**src/rtl/data_mem_store_unit.sv**
```systemverilog
// rtl/data_mem_store_unit.sv - store sequencer: SW direct write, SH/SB read-modify-write; optional DATA_MEM_MISALIGN_CHECK_EN
`ifndef OPCODE_WIDTH
`define OPCODE_WIDTH 7
`endif
`ifndef OPCODE_STORE
`define OPCODE_STORE 7'b0100011
`endif
`ifndef FUNCT3_WIDTH
`define FUNCT3_WIDTH 3
`endif
`ifndef FUNCT3_SB
`define FUNCT3_SB 3'b000
`endif
`ifndef FUNCT3_SH
`define FUNCT3_SH 3'b001
`endif
`ifndef FUNCT3_SW
`define FUNCT3_SW 3'b010
`endif

module data_mem_store_unit #(
  parameter int N = 32
) (
  input  logic                     clk,
  input  logic                     rst,
  input  logic                     req_valid,
  output logic                     req_ready,
  input  logic [`OPCODE_WIDTH-1:0] opcode,
  input  logic [`FUNCT3_WIDTH-1:0] funct3,
  input  logic [N-1:0]             addr,
  input  logic [N-1:0]             wdata,
  output logic [N-1:0]             mem_addr,
  output logic                     mem_re,
  input  logic [N-1:0]             mem_rdata,
  output logic                     mem_we,
  output logic [N-1:0]             mem_wdata,
  output logic                     done
`ifdef DATA_MEM_MISALIGN_CHECK_EN
  ,
  output logic                     misaligned
`endif
);

  typedef enum logic [1:0] {IDLE, READ, MERGE, WRITE} state_t;

  state_t                   state;
  logic [`FUNCT3_WIDTH-1:0] funct3_q;
  logic [15:0]              wdata_q;
  logic                     accept;
  logic                     misalign_req;

  assign req_ready = (state == IDLE);
  assign accept    = req_valid && req_ready && (opcode == `OPCODE_STORE);

`ifdef DATA_MEM_MISALIGN_CHECK_EN
  // SB is always aligned; SH needs an even address, SW a word-aligned one.
  assign misalign_req = ((funct3 == `FUNCT3_SW) && (addr[1:0] != 2'b00)) ||
                        ((funct3 == `FUNCT3_SH) && addr[0]);
`else
  // Without the check the low address bits only disappear into word alignment.
  logic unused_addr_bits;
  assign unused_addr_bits = ^addr[1:0];
  assign misalign_req     = 1'b0;
`endif

  // Store sequencer: every output is registered; strobes default low each cycle.
  always_ff @(posedge clk) begin
    if (rst) begin
      state     <= IDLE;
      mem_re    <= 1'b0;
      mem_we    <= 1'b0;
      done      <= 1'b0;
      mem_addr  <= '0;
      mem_wdata <= '0;
      funct3_q  <= '0;
      wdata_q   <= '0;
`ifdef DATA_MEM_MISALIGN_CHECK_EN
      misaligned <= 1'b0;
`endif
    end else begin
      mem_re <= 1'b0;
      mem_we <= 1'b0;
      done   <= 1'b0;
`ifdef DATA_MEM_MISALIGN_CHECK_EN
      misaligned <= 1'b0;
`endif
      case (state)
        IDLE: begin
          if (accept) begin
            funct3_q <= funct3;
            wdata_q  <= wdata[15:0];
            if (misalign_req) begin
              // Rejected store retires immediately without touching memory.
              done <= 1'b1;
`ifdef DATA_MEM_MISALIGN_CHECK_EN
              misaligned <= 1'b1;
`endif
            end else begin
              case (funct3)
                `FUNCT3_SW: begin
                  mem_addr  <= {addr[N-1:2], 2'b00};
                  mem_wdata <= wdata;
                  mem_we    <= 1'b1;
                  done      <= 1'b1;
                  state     <= WRITE;
                end
                `FUNCT3_SH, `FUNCT3_SB: begin
                  mem_addr <= {addr[N-1:2], 2'b00};
                  mem_re   <= 1'b1;
                  state    <= READ;
                end
                default: begin
                  // Unsupported width: drop it but still retire so the pipe advances.
                  done <= 1'b1;
                end
              endcase
            end
          end
        end
        READ: begin
          state <= MERGE;
        end
        MERGE: begin
          // New bytes land in the upper lanes, matching the load path's extraction.
          if (funct3_q == `FUNCT3_SH) begin
            mem_wdata <= {wdata_q[15:0], mem_rdata[N-17:0]};
          end else begin
            mem_wdata <= {wdata_q[7:0], mem_rdata[N-9:0]};
          end
          mem_we <= 1'b1;
          done   <= 1'b1;
          state  <= WRITE;
        end
        WRITE: begin
          state <= IDLE;
        end
        default: begin
          state <= IDLE;
        end
      endcase
    end
  end

endmodule

```
**config.mk**
```make
export PLATFORM = sky130hd
export DESIGN_NAME = data_mem_store_unit
export DESIGN_NICKNAME = d
export VERILOG_FILES = /design/src/rtl/data_mem_store_unit.sv
export SDC_FILE = /design/constraint.sdc
export NUM_CORES = 1
export LEC_CHECK = 0
export BUFFER_PORTS_ARGS = -buffer_cell sky130_fd_sc_hd__buf_4
export CAP_MARGIN = 5
export CORE_MARGIN = 2
export CORE_UTILIZATION = 45
export DETAILED_ROUTE_END_ITERATION = 16
export MAX_ROUTING_LAYER = met4
export PLACE_DENSITY = 0.77
export SYNTH_ARGS = -nofsm -noshare
export SYNTH_HDL_FRONTEND = slang
export SYNTH_SLANG_ARGS = --single-unit
```
**constraint.sdc**
```tcl
create_clock -name clk -period 4.7 [get_ports clk]
set_input_delay 0.47 -clock clk [delete_from_list [all_inputs] [get_ports clk]]
set_output_delay 0.47 -clock clk [all_outputs]
set_load 0.005 [all_outputs]
```
==> results of run 1 <==
synthesized netlist by cell type, drive strengths merged, types with 2 or more instances:
| library cell | n | area (sq um) |
|---|---|---|
| clkbuf | 28 | 105.1 |
| nor2 | 53 | 198.9 |
| nor4 | 2 | 12.51 |
| a211oi | 16 | 190.2 |
| a311o | 16 | 160.2 |
| ha | 2 | 25.02 |
| inv | 3 | 11.26 |
| nand2 | 92 | 345.3 |
| or4b | 2 | 23.77 |
| o21ai | 16 | 80.08 |
| nand3b | 16 | 120.1 |
| buf | 9 | 52.55 |
| a21oi | 33 | 165.2 |
| mux2i | 35 | 350.3 |
| dfxtp | 86 | 1722 |
path summary, 6_finish.rpt:
path	start	to	slack [ns]	cells past startpoint
worst max-delay path	state[0]	mem_wdata[16]	2.58	5
worst min-delay path	funct3[2]	mem_re	0.34	2
worst max register to register	state[0]	mem_wdata[16]	2.58	5
worst min register to register	mem_addr[6]	mem_addr[6]	0.45	2
state kept, by name, summed over array words and instances, names as in the netlist:
name,cells
wdata_q,16
state,2
funct3_q,3
mem_addr,30
mem_wdata,32
mem_re,1
done,1
mem_we,1
layout make-up:
type / instances / area, sq um / share of cell area (%)
inverters: 3 / 11.26 / 0.2181
clock inverters: 7 / 82.58 / 1.599
multi-input cells: 301 / 1832 / 35.47
well taps: 105 / 131.4 / 2.544
clock buffers: 9 / 123.9 / 2.399
flip-flops and latches: 86 / 1722 / 33.34
repair buffers: 168 / 1261 / 24.42
worst max-delay path, delay by kind of cell (launching register included):
kind	cells	cell delay, ns
AO/OA/AOI/OAI	2	1.01
adder cells (fa/ha/maj)	1	0.33
AND/OR/NAND/NOR	1	0.22
flip-flops	1	0.31
buffers and inverters	1	0.10
power by group:
part,internal [mW],switching (mW),total [mW]
registers,0.779,0.0243,0.803
clock network,0.253,0.286,0.539
logic,0.245,0.260,0.505
routing by layer:
metal / track usage (%) / vias to the layer above
li1: - / 1751
met1: 28.75 / 1656
met2: 34.69 / 131
met3: 4.709 / 24
met4: 8.333 / 0
met5: - / -
kinds of logic after synthesis:
kind of cell	synth area share [%]
AOI/OAI and AO/OA	17.27
and+or+nand+nor	21.65
adders and majority gates	0.6733
buffers and inverters	4.545
DFF	46.33
other	0.1009
muxes	9.428
==> impl_metrics.json, run 1 <==
{
  "hp-class": "input pin to flop",
  "fin_util_pct": 63.81,
  "async_flop_share_pct": 0,
  "cts_setup_buffers": 0,
  "status": "completed",
  "synthCells": 426,
  "antenna_cells": 0,
  "ys_seq_area_share_pct": 46.33,
  "met1_length_um": 4241,
  "dp_slack_ns": 2.280,
  "synth.distinct_cells": 37,
  "tightest_slew_ns": 1.057,
  "overflow": 0,
  "slew_viol_final": 0,
  "leakagePower_nw": 2.220,
  "clock-sinks": 86,
  "hold_buffers": 0,
  "end_kind": "flop",
  "clk_pin_slew_ns": 0.09,
  "cts_tree": "built",
  "fill_cells": 709,
  "netlist_area_sq_mm": 0.003716,
  "cts-root-buf": "clkbuf_8",
  "place_congestion": 0.7826,
  "insertion_delay_ns": 0.35,
  "fin_cells": 679,
  "crit_slowest_cell": "o31a_1",
  "dpl.hpwl_um": 7125,
  "wl_met2_um": 4886,
  "drc_errors": 0,
  "post-route-period-util_pct": 45.16,
  "numCtsBuffers": 9,
  "fin_ws_ns": 2.578,
  "critPathMaxFanout": 32,
  "wirelength_um": 10040,
  "critPathArrivalTime_ns": 2.32,
  "fin_skew_ns": 0.01036,
  "hold_ws_ns": 0.3389,
  "rsz0062_at_grt": "no",
  "critPathKind": "flop to flop",
  "drive_gt1_share_pct": 35.54,
  "h-tree-depth": 3,
  "final_cell_mix": "buf_4, nand2_1, dfxtp_1",
  "min_period_ns": 2.122,
  "fmax_ghz": 0.4712,
  "worst_slew_margin_rel_pct": 29.56,
  "post_dp_cell_area_sq_mm": 0.004957,
  "rows": 33,
  "fin_area_sq_mm": 0.005164,
  "areaGrowthSynthToFinish_pct": 38.96,
  "avgSynthCellArea_sq_um": 8.723,
  "ant_nets": 0,
  "path_cells": "inv_1 > ha_1 > nand2b_1 > o31a_1 > o21ai_0",
  "grt_usage_pct": 22.36,
  "top_layer": "met4",
  "io_pins": 177,
  "first_pass_iters": 4,
  "ys_warn_count": 0,
  "cts.repair.resized": 0,
  "initial_core_util_pct": 45.92,
  "final_hold_viol_count": 0,
  "setup_tns_ns": 0,
  "max-cap-violations": 0,
  "fp.coreArea_sq_mm": 0.008093,
  "die_area_sq_mm": 0.009001,
  "ys.flop_type": "dfxtp_1",
  "start_kind": "flop",
  "grt_max_degree": 103,
  "die_w_um": 94.88,
  "antenna_found_initial": 0,
  "dp_cells": 663,
  "grt_pass1_wl_um": 15320,
  "final_common_cell": "buf_4",
  "grt_pass1_vias": 3264,
  "critPathMaxStageDelay_ns": 0.78,
  "drtIter0Drc": 209,
  "die_y_um": 94.88,
  "viasPerCell": 5.246,
  "fin_nets": 680,
  "max-clock-path-buffers": 2,
  "critPathRequiredTime_ns": 4.90,
  "power.density_mw_per_mm2": 357.7,
  "setup_viol": 0,
  "fin_total_pwr_mw": 1.847,
  "synth_edf_count": 0,
  "ir_drop_v": 0.0002327,
  "numPortBuffers": 164,
  "dr_wl_met3_um": 657,
  "wl_per_cell_um": 14.79,
  "ys_ff_latch": 86,
  "vias": 3562
}
Note: power is estimated with default switching activity, not from simulation.
==> run 2, diff against run 1 <==
CORE_UTILIZATION = 42   (was 45)
PLACE_DENSITY = 0.75   (was 0.77)
clock period = 1.8 ns   (was 4.7 ns; I/O delays follow)
==> run 2 against run 1 <==
Wire length grew 2.9%. Count of clock-buffer cells in the layout grew 2. Clock skew grew 0.0029 ns. Register-to-register slack lost 2.5 ns. Cell count grew 1.6%. Critical endpoint is now mem_wdata[0].
==> impl_metrics.json, run 2 (synthesis results as in run 1) <==
{
  "status": "completed",
  "grt_pass1_vias": 3338,
  "cts_tree": "built",
  "vias": 3521,
  "h-tree-depth": 3,
  "overflow": 0,
  "numCtsBuffers": 9,
  "areaGrowthSynthToFinish_pct": 43.47,
  "setup_tns_ns": 0,
  "final_common_cell": "buf_4",
  "post-route-period-util_pct": 95.91,
  "critPathArrivalTime_ns": 1.95,
  "start_kind": "flop",
  "grt_pass1_wl_um": 16120,
  "fin_total_pwr_mw": 5.015,
  "slew_viol_final": 0,
  "critPathRequiredTime_ns": 2.02,
  "fmax_ghz": 0.5792,
  "wirelength_um": 10330,
  "cts-root-buf": "clkbuf_8",
  "viasPerCell": 5.103,
  "final_hold_viol_count": 0,
  "hold_buffers": 0,
  "die_w_um": 98.06,
  "grt_usage_pct": 21.09,
  "post_dp_cell_area_sq_mm": 0.005076,
  "top_register": "mem_wdata",
  "clock-sinks": 86,
  "leakagePower_nw": 2.294,
  "critPathMaxFanout": 16,
  "end_kind": "flop",
  "first_pass_iters": 5,
  "dpl.hpwl_um": 7389,
  "wl_per_cell_um": 14.97,
  "die_area_sq_mm": 0.009616,
  "die_y_um": 98.06,
  "rows": 34,
  "fill_cells": 732,
  "max-cap-violations": 0,
  "numPortBuffers": 164,
  "clk_pin_slew_ns": 0.08,
  "antenna_cells": 0,
  "critPathKind": "flop to flop",
  "insertion_delay_ns": 0.34,
  "power.density_mw_per_mm2": 940.6,
  "antenna_found_initial": 0,
  "ant_nets": 0,
  "grt_max_degree": 48,
  "drc_errors": 0,
  "max-clock-path-buffers": 2,
  "min_period_ns": 1.726,
  "io_pins": 177,
  "reg.largest.list": "mem_wdata x32, mem_addr x30, wdata_q x16",
  "place_congestion": 0.8307,
  "largest_register_ffs": 32,
  "fin_area_sq_mm": 0.005331,
  "final_cell_mix": "buf_4, nand2_1, dfxtp_1",
  "fp.coreArea_sq_mm": 0.008636,
  "fin_skew_ns": 0.01325,
  "fin_nets": 689,
  "initial_core_util_pct": 43.03,
  "drtIter0Drc": 210,
  "hp-class": "input pin to flop",
  "setup_viol": 0,
  "drive_gt1_share_pct": 36.43,
  "ir_drop_v": 0.0005255
}
[run 2: cell types whose count changed in the layout (fill, tap and decap cells not counted), sizes merged]
cell | previous run | this run
clkinvlp | 2 | 1
inv | 5 | 3
clkinv | 2 | 1
bufinv | 1 | 2
clkbuf | 9 | 12
buf | 168 | 176
[run 2: repair_timing]
item	4_1_cts	5_1_grt
setup endpoints to repair	0	15
buffers inserted	0	1
resized for setup	0	2
[run 2: final timing paths]
path | start | endpoint | slack (ns) | depth (start not counted)
max | state[0] | mem_wdata[0] | 0.07 | 7
min | funct3[2] | mem_re | 0.07 | 2
max reg2reg | state[0] | mem_wdata[0] | 0.07 | 7
min reg2reg | mem_addr[8] | mem_addr[8] | 0.45 | 2
[run 2: layout make-up]
cell class	instances	area [sq um]	share of cell area [%]
well taps	108	135.1	2.535
flip-flops and latches	86	1722	32.29
multi-input cells	301	1851	34.71
inverters	3	11.26	0.2112
clock inverters	4	72.57	1.361
clock buffers	11	131.4	2.464
repair buffers	177	1409	26.43
[run 2: metal layers]
metal	GRT usage (%)	part of all wire [%]	vias to the layer above
li1	-	-	1769
met1	28.10	45	1627
met2	33.14	49	111
met3	2.935	4.5	14
met4	7.051	1.6	0
met5	-	0	-
[run 2: worst max-delay path: stages (launching register included)]
cell and delay, ns:
dfxtp_1 0.30, inv_1 0.11, ha_2 0.28, nand4bb_4 0.15, o31ai_4 0.33, buf_4 0.18
clkbuf_16 0.18, a211oi_1 0.09
[run 2: metrics by stage]
stage,setup slack [ns],std cells,utilization (%),hold WS (ns)
floorplan,0.05220,427,-,0.2581
global placement,0.05526,673,58.78,0.4117
detailed placement,-0.02382,673,58.78,0.4074
CTS,0.04088,688,61.14,0.03584
global route,-0.005489,690,61.74,0.06862
finish,0.07362,690,61.74,0.06924
[run 2: power breakdown]
group	total (mW)	internal, mW	switching, mW
Clock	1.43	0.774	0.655
Sequential	2.10	2.03	0.0670
Combinational	1.48	0.765	0.719
Total	5.01	3.57	1.44
